<file path="config.mk">
export PLATFORM = sky130hd
export DESIGN_NAME = lfsr_deser
export DESIGN_NICKNAME = d
export VERILOG_FILES = /design/src/rtl/lfsr_pkg.sv /design/src/rtl/lfsr_deser.sv
export SDC_FILE = /design/constraint.sdc
export NUM_CORES = 1
export LEC_CHECK = 0
export BUFFER_PORTS_ARGS = -buffer_cell sky130_fd_sc_hd__buf_2
export CORE_AREA = 2 2 44 46
export DETAILED_ROUTE_END_ITERATION = 8
export DIE_AREA = 0 0 46 48
export PLACE_DENSITY_LB_ADDON = 0.15
export SYNTH_ARGS = -nofsm -noshare
export SYNTH_HDL_FRONTEND = slang
export SYNTH_SLANG_ARGS = --single-unit
</file>
<file path="constraint.sdc">
create_clock -name clk -period 1.7 [get_ports clk]
set_input_delay 0.34 -clock clk [delete_from_list [all_inputs] [get_ports clk]]
set_output_delay 0.34 -clock clk [all_outputs]
set_load 0.02 [all_outputs]
</file>
<file path="src/rtl/lfsr_pkg.sv">
// Shared definitions for the 8-bit modified Galois LFSR pattern generator/checker pair.
package lfsr_pkg;

  localparam int         LFSR_W            = 8;
  localparam logic [7:0] LFSR_TAPS_DEFAULT = 8'b10101010;

  typedef enum logic [1:0] {SEARCH, TRACK, LOCKED} chk_state_t;

  // The all-zero term in the feedback makes the zero state part of the sequence.
  function automatic logic [7:0] lfsr_step(input logic [7:0] s, input logic [7:0] taps);
    logic       f;
    logic [7:0] n;
    f    = (~|s[6:0]) ^ s[7];
    n[0] = f;
    for (int k = 1; k < 8; k++) begin
      n[k] = s[k-1] ^ (taps[k] & f);
    end
    return n;
  endfunction

endpackage

</file>
<file path="src/rtl/lfsr_deser.sv">
// LSB-first serial-to-parallel converter; also exposes the completing word
// combinationally so the checker can act on the same edge that registers it.
module lfsr_deser
  import lfsr_pkg::*;
(
  input  logic              clk,
  input  logic              rst,
  input  logic              in_bit,
  input  logic              in_valid,
  output logic              done,
  output logic [LFSR_W-1:0] rx_word,
  output logic [LFSR_W-1:0] word,
  output logic              word_valid
);

  logic [LFSR_W-1:0] sh;
  logic [2:0]        bit_cnt;

  assign rx_word = {in_bit, sh[LFSR_W-1:1]};
  assign done    = in_valid && (bit_cnt == 3'd7);

  always_ff @(posedge clk) begin
    if (rst) begin
      sh         <= '0;
      bit_cnt    <= '0;
      word       <= '0;
      word_valid <= 1'b0;
    end else begin
      word_valid <= 1'b0;
      if (in_valid) begin
        sh      <= rx_word;
        bit_cnt <= bit_cnt + 3'd1;
        if (done) begin
          word       <= rx_word;
          word_valid <= 1'b1;
        end
      end
    end
  end

endmodule

</file>
### Yosys cells after proc, flatten, opt, wreduce, memory -nomap -nowiden

Cells that the tools add are included.

* reduce and logical (&&, ||, !) cells: 3
* equal/unequal tests: 1
* bitwise operators: 1
* multiplexer cells: 1
* add/subtract/negate cells: 1

Operators by type and width (number)
* $add A3 B1 Y3 const B: 1
* $eq A3 B3 Y1 const B: 1
* $reduce_and A2 Y1: 1
* $reduce_or A2 Y1: 1
* $logic_and A1 B1 Y1: 1
* $mux W1: 1
* $not A1 Y1: 1

* input bits: 4
* logic and storage cells: 11
* output and inout bits: 18
* register bits: 20

### Depth between registers and ports, before layout

Gate-level depths: netlist of run 1.

* word-level depth: 3
* mapped depth: 6
* depth with buffers taken out: 4

### Least setup slack after synthesis of run 1

No wires, ideal clock.

* path kind: register -> output
* start: register bit_cnt[0]
* end: output done
* stages on the path, launching flop included: 5
* buffers on the path: 1
* arrival: 1024 ps
* required time: 1360 ps
* path slack: 336 ps
* cells stage by stage: dfxtp_1 ha_1 ha_1 buf_6 and2_2

* longest elaborated chain between the ends: 2

Ends and longest elaborated chain
* from (decl): line lfsr_deser.sv:17 `logic [2:0] bit_cnt;`
* from (signal assigned): line lfsr_deser.sv:32 `bit_cnt <= bit_cnt + 3'd1;`
* $eq A3 B3 Y1: line lfsr_deser.sv:20 `assign done = in_valid && (bit_cnt == 3'd7);`
* $logic_and A1 B1 Y1: line lfsr_deser.sv:20
* to (decl): line lfsr_deser.sv:10 `output logic done,`

Every way passes these cells.

### Worst setup path after layout of run 1

Same ends and word-level chain as after synthesis.

==> flow_summary.toml, run 1 <==
[pwr]
power.leakage_uw = 0.0004361
total_power_uw = 742.1
ir_worst_vdd_uv = 623.9
power_density_nw_per_um2 = 814.7

[placed_design]
dpl_cell_area_sq_um = 864.6
dpl_worst_slack_ps = 325.1
place_inst = 107
gp_congestion = 0.6713
port_buffers = 21
dp_hpwl_um = 903.6

[route]
wl_per_cell_um = 12.23
vias_per_cell = 4.973
num_vias = 557
firstDrtPassIters = 1
drtIter0Drc = 0
drcViolationCount = 0
drtAntennaViolNets = 0
drt-total-wl_mm = 1.370

[setup_path]
r2r_cells = 5
crit_type = "reg -> out"
crit_start = "bit_cnt[0]"
worst_setup_path_end_kind = "output pin"
cp.arrival_ps = 1270
worstPathMaxFanout = 2
slowest_stage = "dfxtp_2"
rrSetupSlack_ps = 400
crit_path_start_kind = "register"
path_cells = "ha_1 -> ha_2 -> and2_4 -> buf_6"
worstReg2RegEnd = "word[3]"
cp-endpoint = "done"
cp_data_required_time_ps = 1360
cpPeakStageDelay_ps = 340
reg2reg_from = "bit_cnt[0]"

[floorplan]
io_pins = 22
core_sq_um = 1689
dieHeight_um = 48
die-area_sq_um = 2208
num_rows = 15
die_w_um = 46
start_util_pct = 47.41

[cells_and_area]
final.fill_count = 172
nets = 102
layout_commonest_cell = "buf_2"
fin_area_sq_um = 910.9
finalNonFillerCells = 112
n_antenna_cell = 0
mostFrequentLayoutCells = "buf_2 (20), dfxtp_1 (18), nor2_1 (10)"
area_growth_pct = 13.75
drive_above_1_share_pct = 41.05

[global_route]
antenna_found_initial = 0
grt_usage_pct = 13.91
overflow = 0
grt_max_degree = 20
grt_pass1_wl_mm = 2.118
grt_pass1_vias = 459

[clock_tree]
hold_buffers = 0
numCtsBuffers = 3
cts_tree = "yes"
cts.sinks = 19
clock_tree.buffer_depth = 2
cts_root_buf = "clkbuf_4"
clk_latency_ps = 300
htree_levels = 1
clkTransAtPathRegs_ps = 110

[sta]
rsz0062_at_grt = "false"
finalHoldViolCount = 0
setup_viol = 0
period_needed_ps = 1613
worst_clock_skew_ps = 7.395
finalCritPeriodShare_pct = 94.88
final.setup.tns_ps = 0
maxSlewViolCount = 0
tightest_slew_ps = 360.2
final.setup.worst_slack_ps = 87.06
slew_headroom_pct = 75.98
max_freq_ghz = 0.6200

[synthesis]
synth-edff-count = 0
syn_area_per_cell_sq_um = 10.68
yosysWarnings = 0
syn-num-nets = 81
dominantRegCellSynth = "dfxtp_1"
yosys.area.top_type_share_pct = 47.50
ys_seq_elements = 19
synth_area_leaders = "dfxtp_1 (48%), mux2i_1 (11%), a21bo_2 (7.5%)"
synth_area_sq_um = 800.8
yosysUniqueCellTypes = 17
synth_top_area_cell = "dfxtp_1"
async_flop_share_pct = 0
syn_inst = 75
yosysSeqAreaShare_pct = 47.50

[flow_run]
max_cap_violations = 0

[min_path]
hold_depth = 3
hold_path_class = "in -> reg"

[run_status]
status = "complete, no violations"
Yosys cell counts, types with 2 or more instances:
| cell type | n |
|---|---|
| buf_6 | 2 |
| buf_8 | 2 |
| dfxtp_1 | 19 |
| a21oi_1 | 6 |
| a21bo_1 | 2 |
| mux2i_1 | 9 |
| a21oi_2 | 2 |
| ha_1 | 2 |
| a21bo_2 | 6 |
| nand3_1 | 8 |
| nor2_1 | 10 |
| buf_4 | 2 |
worst max-delay path, delay by kind of cell (launching register included):
family / cells / cell delay, ps
fa+ha+maj: 2 / 360
flops: 1 / 340
simple gates: 1 / 160
buf+inv: 1 / 120
cell type report:
class | instances | area [sq um] | area share (%)
Clock buffer | 3 | 22.52 | 2.473
Timing Repair Buffer | 24 | 133.9 | 14.70
Tap cell | 17 | 21.27 | 2.335
Clock inverter | 1 | 5.005 | 0.5495
Sequential cell | 19 | 381.6 | 41.90
Multi-Input combinational cell | 48 | 346.6 | 38.05
power breakdown:
part           internal (uW)  leakage, uW  switching (uW)
logic                   22.4     0.000264            33.3
registers                454     0.000154            5.96
clock network           87.7    0.0000177             139
total                    564     0.000436             178
routing by layer:
| metal | track usage, % | vias to the layer above | share of wire (%) |
|---|---|---|---|
| met4 | 6.857 | 0 | 0.80 |
| li1 | - | 294 | - |
| met5 | 0 | - | 0 |
| met1 | 19.77 | 245 | 52 |
| met3 | 5.660 | 2 | 5.0 |
| met2 | 17.78 | 16 | 42 |
sequential cells by signal, summed over array words and instances, names as in the netlist:
signal / cells
sh: 7
word: 8
bit_cnt: 3
word_valid: 1
logic make-up (layout without fill, tap and decap cells):
kind of cell	after synthesis	in the layout	synth area share, %
adder cells (fa/ha/maj)	2	2	3.125
AO/OA/AOI/OAI	16	16	15.94
multiplexers	9	9	11.25
AND/OR/NAND/NOR	20	20	11.41
buffers and inverters	8	28	9.686
flip-flops	19	19	47.50
XOR/XNOR	1	1	1.094
what timing repair did:
action | 4_1_cts | 5_1_grt
pin swaps | 0 | 0
setup buffers | 1 | 0
gates resized for setup | 3 | 2
endpoints found under the setup margin | 1 | 1
worst min-delay path by stage:
stage / startpoint / to
final: in_bit / sh[7]
after floorplan: bit_cnt[1] / bit_cnt[1]
after global placement: sh[1] / word[0]
after CTS: in_bit / sh[7]
after global routing: in_bit / sh[7]
after detailed placement: sh[1] / word[0]
stage by stage:
stage               hold WS [ps]  util, %
floorplan                  464.6        -
global placement           472.9    51.19
detailed placement         479.2    51.19
CTS                        299.3    53.63
global route               309.2    53.93
finish                     302.8    53.93
Power figures use the tool's default switching activity.
==> run 2, diff against run 1 <==
- PLACE_DENSITY_LB_ADDON: 0.15 -> 0.3
==> run 2 against run 1 <==
  * Fmax shrank 0.44%
  * Largest cell class unchanged
  * Clock-buffer cell count increased by 1
  * Clock skew fell by 6.7 ps
  * Highest routed layer unchanged
  * Clock power shrank 2%
  * Global-route usage down 0.30 points
  * Utilization rose by 0.44 points
  * Register-to-register slack lost 100 ps
  * Critical endpoint unchanged
==> flow_summary.toml, run 2 (synthesis results as in run 1) <==
[clock_tree]
htree_levels = 1
numCtsBuffers = 3
clk_latency_ps = 290
hold_buffers = 0
clkTransAtPathRegs_ps = 100
cts_tree = "yes"
clock_tree.buffer_depth = 2
cts.sinks = 19
cts_root_buf = "clkbuf_4"

[setup_path]
worst_setup_path_end_kind = "output pin"
r2r_cells = 6
cp.arrival_ps = 1280
crit_path_start_kind = "register"
cp_common_cell = "ha_2"
path_cells = "ha_2 -> ha_2 -> and2_2 -> buf_6"
crit_type = "reg -> out"
slowest_stage = "dfxtp_2"
cpPeakStageDelay_ps = 330
cp_data_required_time_ps = 1360
worstReg2RegEnd = "word[2]"
reg2reg_from = "bit_cnt[0]"
rrSetupSlack_ps = 300
worstPathMaxFanout = 2

[sta]
period_needed_ps = 1620
tightest_slew_ps = 360.0
finalCritPeriodShare_pct = 95.30
rsz0062_at_grt = "false"
max_freq_ghz = 0.6173
finalHoldViolCount = 0
slew_headroom_pct = 76.00
maxSlewViolCount = 0
final.setup.tns_ps = 0
setup_viol = 0
worst_clock_skew_ps = 0.6979

[placed_design]
gp_congestion = 0.6887
port_buffers = 21
dp_hpwl_um = 916.6

[route]
vias_per_cell = 5.177
wl_per_cell_um = 12.05
firstDrtPassIters = 3
drt-total-wl_mm = 1.362
num_vias = 585
drtIter0Drc = 4
drtAntennaViolNets = 0
drcViolationCount = 0

[cells_and_area]
final.fill_count = 160
largest_reg_flops = 8
area_growth_pct = 14.69
mostFrequentLayoutCells = "buf_2 (20), dfxtp_1 (18), nor2_1 (10)"
layout_commonest_cell = "buf_2"
n_antenna_cell = 0
nets = 103
drive_above_1_share_pct = 41.67
top_regs = "word (8), sh (7), bit_cnt (3)"
regMostFlops = "word"

[pwr]
power_density_nw_per_um2 = 803.2
power.leakage_uw = 0.0004357
ir_worst_vdd_uv = 485.2
total_power_uw = 737.6

[global_route]
grt_pass1_wl_mm = 2.097
grt_pass1_vias = 502
overflow = 0
grt_usage_pct = 13.60
antenna_found_initial = 0
grt_max_degree = 20

[floorplan]
dieHeight_um = 48
core_sq_um = 1689
io_pins = 22
die-area_sq_um = 2208
die_w_um = 46
num_rows = 15
start_util_pct = 47.41

[min_path]
worstHoldEndpoint = "sh[7]"
hold_path_class = "in -> reg"
hp-start = "in_bit"
hold_depth = 3

[flow_run]
max_cap_violations = 0

[run_status]
status = "complete, no violations"
==> run 2: cell types whose count changed in the layout (fill, tap and decap cells not counted) <==
cell and change:
and2_2 +1, and2_4 -1, buf_4 +1, clkbuf_1 +1
clkinv_2 -1, ha_1 -1, ha_2 +1
==> run 2: through the flow <==
step / setup slack [ps] / std cells / hold WS (ps) / area (sq um) / util (%)
6_report: 79.93 / 113 / 326.2 / 918.4 / 54.37
5_1_grt: 15.42 / 113 / 347.8 / 918.4 / 54.37
4_1_cts: 1.977 / 111 / 330.6 / 890.9 / 52.74
3_5_place_dp: 335.4 / 107 / 485.1 / 864.6 / 51.19
3_3_place_gp: 351.5 / 107 / 462.4 / 864.6 / 51.19
2_1_floorplan: 335.8 / 75 / 464.6 / 800.8 / -
==> run 2: worst max path at each step <==
stage	startpoint	end	cells past startpoint
2_1_floorplan	bit_cnt[0]	done	4
3_3_place_gp	bit_cnt[0]	done	4
3_5_place_dp	bit_cnt[0]	done	4
4_1_cts	bit_cnt[0]	done	4
5_1_grt	bit_cnt[1]	done	4
6_report	bit_cnt[0]	done	4
==> run 2: timing repair <==
item / CTS / global route
buffers inserted: 0 / 2
setup endpoints to repair: 0 / 1
endpoints found under the hold margin: 0 / 0
gates resized for setup: 0 / 5
==> run 2: power breakdown <==
part           switching (uW)  leakage [uW]  total, uW  internal [uW]
registers                5.62      0.000154        459            453
logic                    33.7      0.000267       56.6           22.9
clock network             131     0.0000150        222           91.1
==> run 2: critical path: cells and delay by family (launching register included) <==
kind | cells | cell delay [ps]
simple gates | 1 | 200
fa+ha+maj | 2 | 340
buf+inv | 1 | 130
flops | 1 | 330
==> run 2: routing by layer <==
metal | wire length [um] | GRT usage, % | vias up
li1 | - | - | 299
met2 | 609 | 21.94 | 14
met4 | 6 | 6.857 | 0
met3 | 59 | 3.396 | 2
met5 | 0 | 0 | -
met1 | 686 | 16.86 | 270
==> run 2: layout make-up <==
class / instances / area [sq um] / area share (%)
multi-input cells: 48 / 347.8 / 37.87
clock buffers: 4 / 26.28 / 2.861
flip-flops and latches: 19 / 381.6 / 41.55
well taps: 17 / 21.27 / 2.316
repair buffers: 25 / 141.4 / 15.40
